===== config.mk =====
export PLATFORM = sky130hd
export DESIGN_NAME = jtdsp16_do_cache
export DESIGN_NICKNAME = d
export VERILOG_FILES = /design/src/rtl/jtdsp16_do_cache.sv
export SDC_FILE = /design/constraint.sdc
export NUM_CORES = 1
export LEC_CHECK = 0
export ABC_AREA = 1
export BUFFER_PORTS_ARGS = -buffer_cell sky130_fd_sc_hd__clkbuf_2
export CAP_MARGIN = 30
export CORE_ASPECT_RATIO = 0.9
export CORE_MARGIN = 2
export CORE_UTILIZATION = 40
export CTS_BUF_LIST = sky130_fd_sc_hd__clkbuf_2 sky130_fd_sc_hd__clkbuf_4 sky130_fd_sc_hd__clkbuf_8
export DETAILED_ROUTE_END_ITERATION = 10
export HOLD_SLACK_MARGIN = 0.12
export SLEW_MARGIN = 10
export SYNTH_ARGS = -nofsm -noshare
export SYNTH_HDL_FRONTEND = slang
export SYNTH_SLANG_ARGS = --single-unit

===== constraint.sdc =====
create_clock -name clk -period 7.6 [get_ports clk]
set_input_delay 1.14 -clock clk [delete_from_list [all_inputs] [get_ports clk]]
set_output_delay 1.14 -clock clk [all_outputs]
set_load 0.05 [all_outputs]

===== src/rtl/jtdsp16_do_cache.sv =====
// DO/REDO loop cache: records the loop body while the decoder fetches it from ROM,
// then replays it from local storage for the remaining iterations while holding the ROM PC.
module jtdsp16_do_cache #(
    parameter int unsigned DW = 16
) (
    input  logic          clk,
    input  logic          rst,
    input  logic          cen,
    input  logic          do_start,
    input  logic [10:0]   do_data,
    input  logic          fetch,
    input  logic [DW-1:0] rom_dout,
    output logic [DW-1:0] cache_dout,
    output logic          up_xcache,
    output logic          pc_hold,
    output logic          no_int,
    output logic          fault
);
    localparam int unsigned DEPTH = 15;
    localparam int unsigned PW    = 4;
    localparam int unsigned KW    = 7;

    typedef enum logic [1:0] {IDLE, FILL, REPLAY} state_t;

    state_t        state, state_nxt;
    logic [PW-1:0] wr, wr_nxt, rd, rd_nxt, last_ni, last_ni_nxt, last_idx, ni;
    logic [KW-1:0] iter, iter_nxt, k;
    logic          fault_nxt, up_nxt, noint_nxt, mem_we;
    logic [DW-1:0] mem [DEPTH];

    assign ni       = do_data[10:7];
    assign k        = do_data[6:0];
    assign last_idx = last_ni - PW'(1);

    // State, pointers, counter and registered outputs; everything frozen while cen is low
    always_ff @(posedge clk or posedge rst) begin
        if (rst) begin
            state     <= IDLE;
            wr        <= '0;
            rd        <= '0;
            last_ni   <= '0;
            iter      <= '0;
            fault     <= 1'b0;
            up_xcache <= 1'b0;
            pc_hold   <= 1'b0;
            no_int    <= 1'b0;
        end else if (cen) begin
            state     <= state_nxt;
            wr        <= wr_nxt;
            rd        <= rd_nxt;
            last_ni   <= last_ni_nxt;
            iter      <= iter_nxt;
            fault     <= fault_nxt;
            up_xcache <= up_nxt;
            pc_hold   <= up_nxt;
            no_int    <= noint_nxt;
        end
    end

    // Next state and loop bookkeeping
    always_comb begin
        state_nxt   = state;
        wr_nxt      = wr;
        rd_nxt      = rd;
        last_ni_nxt = last_ni;
        iter_nxt    = iter;
        case (state)
            IDLE: begin
                if (do_start && k != '0) begin
                    if (ni != '0) begin
                        last_ni_nxt = ni;
                        wr_nxt      = '0;
                        iter_nxt    = k;
                        state_nxt   = FILL;
                    end else if (last_ni != '0) begin
                        rd_nxt    = '0;
                        iter_nxt  = k;
                        state_nxt = REPLAY;
                    end
                end
            end
            FILL: begin
                if (fetch) begin
                    wr_nxt = wr + PW'(1);
                    if (wr == last_idx) begin
                        iter_nxt  = iter - KW'(1);
                        rd_nxt    = '0;
                        state_nxt = (iter == KW'(1)) ? IDLE : REPLAY;
                    end
                end
            end
            REPLAY: begin
                if (fetch) begin
                    if (rd == last_idx) begin
                        rd_nxt   = '0;
                        iter_nxt = iter - KW'(1);
                        if (iter == KW'(1)) state_nxt = IDLE;
                    end else begin
                        rd_nxt = rd + PW'(1);
                    end
                end
            end
            default: state_nxt = IDLE;
        endcase
    end

    // Output decode; nested DO, K=0 and REDO without a recorded body all fault
    always_comb begin
        fault_nxt = 1'b0;
        if (do_start) begin
            if (state != IDLE)                   fault_nxt = 1'b1;
            else if (k == '0)                    fault_nxt = 1'b1;
            else if (ni == '0 && last_ni == '0)  fault_nxt = 1'b1;
        end
        up_nxt    = (state_nxt == REPLAY);
        noint_nxt = (state_nxt != IDLE);
        mem_we    = cen && fetch && (state == FILL);
    end

    // Body storage, intentionally not reset
    always_ff @(posedge clk) begin
        if (mem_we) mem[wr] <= rom_dout;
    end

    always_comb begin
        cache_dout = '0;
        if (up_xcache) cache_dout = mem[rd];
    end
endmodule


==> impl_metrics.json <==
{
  "htreeDepth": 2,
  "outcome": "finished, final reports clean",
  "grt_max_degree": 82,
  "cts_tree": "yes",
  "power_density_nw_per_um2": 310,
  "min_path_cells": 2,
  "rsz0062_at_grt": "no",
  "crit_path_start": "rd[1]",
  "hold_class": "flop to flop",
  "n_fill_cell": 2558,
  "final_hold_viol_count": 0,
  "vias": 7577,
  "critical_path_class": "flop to output port",
  "skew_ns": 0.0313,
  "syn_avg_cell_area_um2": 11.5,
  "path_clk_slew_ns": 0.05,
  "die_x_um": 180,
  "rows": 58,
  "design.core.area_um2": 27700,
  "numCtsBuffers": 44,
  "fp.dieH_um": 163,
  "start_kind": "flop",
  "gp_congestion": 0.844,
  "ctsResizeCount": 0,
  "combPwrFrac": 0.249,
  "r2r_start": "rd[0]",
  "grt_pass1_wl_um": 42700,
  "synth_fp_nets": 1018,
  "cts_root_buffer": "clkbuf_8",
  "ant_nets": 0,
  "worstPathArrival_ns": 3.67,
  "routedWlPerCell_um": 19.2,
  "worst_ep_required_time_ns": 6.46,
  "tns_ns": 0,
  "cts_sinks": 264,
  "worstSetupEndpointType": "output port",
  "p_clk_frac": 0.318,
  "antenna_found_initial": 1,
  "layout_common_cells": "edfxtp_1 (240), nand2_1 (161), o21ai_0 (125)",
  "io_pins": 52,
  "p_sw_frac": 0.334,
  "syn_inst": 973,
  "power.internal_uw": 2650,
  "grtUsageTotal": 0.189,
  "post-route-drc-count": 0,
  "min_period_ns": 4.81,
  "dr.pass1.iters": 7,
  "p_sw_uw": 1330,
  "setup_ws_ns": 2.79,
  "grt-ovfl-total": 0,
  "tightestPinTransition_ns": 0.951,
  "r2r_slack_ns": 4.25,
  "p_seq_frac": 0.433,
  "crit_end": "cache_dout[2]",
  "synth_cell_types": 32,
  "clkLatencyLatePin_ns": 0.57,
  "layout.cells.non_filler": 1435,
  "async_flop_share": 0.0909,
  "worstReg2RegEnd": "iter[2]",
  "dieArea_um2": 29400,
  "drv_cap": 0,
  "drive_gt1_frac": 0.167,
  "final.period_utilization": 0.633,
  "wirelength_um": 27500,
  "postCtsHoldBufs": 0,
  "netlist_area_um2": 11200,
  "dp_hpwl_um": 15300,
  "fmax_mhz": 208,
  "ys_ff_latch": 264,
  "portBuffers": 51,
  "dr.first_iter.drc_count": 616,
  "grt_pass1_vias": 7340,
  "area_growth_pct": 14.6,
  "dp_cells": 1354,
  "synth_edf_count": 240,
  "ff2ff_path_depth": 12,
  "slew_viol_final": 0,
  "nNetsFinal": 1085,
  "via_per_inst": 5.28,
  "clockBufferDepth": 3,
  "worstPathMaxFanout": 65,
  "final_util": 0.463,
  "ys_warn_count": 0,
  "cts_setup_buffers": 0,
  "slew_headroom": 0.362,
  "p_leak_uw": 0.00461,
  "layout_commonest_cell": "edfxtp_1",
  "vdd_drop_max_v": 0.000147,
  "holdWs_ns": 0.473,
  "dp_slack_ns": 3.39,
  "synth_ff_type": "edfxtp_1",
  "initial_core_util": 0.404,
  "ys_seq_area_frac": 0.697,
  "setup_viol": 0
}
[logic make-up after synthesis]
logic type	after synthesis	synth area share
and+or+nand+nor	357	0.130
DFF	264	0.697
AOI/OAI and AO/OA	238	0.120
buffers and inverters	97	0.0352
adders and majority gates	13	0.0145
xor gates and xnor gates	4	0.00313
[power by group through the flow]
stage                     sequential (uW)  combinational [uW]  clock, uW
after global routing                 1730                1120       1360
after detailed placement             1750                 990          0
final                                1720                 991       1270
after CTS                            1720                 993       1300
after global placement               1750                 978          0
after floorplan                      1740                 751          0
[state kept, by name (all words and copies together), names as in the netlist]
name / count
wr: 4
pc_hold: 1
iter: 7
last_ni: 4
fault: 1
mem: 240
state: 2
rd: 4
no_int: 1
[per-stage QoR]
step / cell area (um^2) / total power, uW
after detailed placement: 11900 / 2740
final: 12800 / 3980
after CTS: 12800 / 4010
after global routing: 12800 / 4220
after global placement: 11900 / 2730
after floorplan: 11200 / 2490
[critical path, stage by stage, from the launching register on]
cell and delay (ns):
dfrtp_2 0.38, buf_4 0.35, inv_2 0.49, buf_4 0.51, o21ai_0 0.16, o22ai_1 0.13, nand2_1 0.07, a311oi_1 0.58
clkbuf_2 0.39
[cell usage after synthesis (3+ instances only)]
master,instances,area share
edfxtp_1,240,0.64
nand2_1,161,0.054
nor2_1,132,0.044
o21ai_0,125,0.056
nand3_1,48,0.021
o22ai_1,43,0.024
inv_1,35,0.012
clkbuf_1,34,0.011
a21oi_1,28,0.013
dfrtp_1,24,0.054
ha_1,13,0.015
buf_2,12,0.0054
o211ai_1,12,0.0080
a311oi_1,9,0.0070
o21ai_1,9,0.0040
inv_2,8,0.0027
a31oi_1,7,0.0039
nor3_1,6,0.0027
buf_4,4,0.0027
xor2_1,4,0.0031
or2_2,3,0.0017
[routing by layer]
metal,share of wire,vias up,track usage
met2,0.45,214,0.295
met4,0.022,0,0.0557
met1,0.46,3677,0.270
met3,0.062,44,0.0367
met5,0,-,0
li1,-,3642,-
[worst min path at each step]
stage                         end  slack (ns)     from
final                     iter[6]        0.47  iter[6]
after global routing      iter[6]        0.52  iter[6]
after CTS                 iter[6]        0.47  iter[6]
after detailed placement  iter[6]        0.46  iter[6]
after global placement    iter[6]        0.46  iter[6]
after floorplan           iter[1]        0.44  iter[1]
[layout make-up]
type	count	area, um^2	share of cell area
Inverter	45	170	0.0133
Timing Repair Buffer	73	463	0.0361
Clock buffer	63	754	0.0588
Tap cell	360	450	0.0351
Multi-Input combinational cell	612	3040	0.237
Antenna cell	1	2.50	0.000195
Clock inverter	17	136	0.0106
Sequential cell	264	7810	0.609
(Power assumes the default switching activity.)
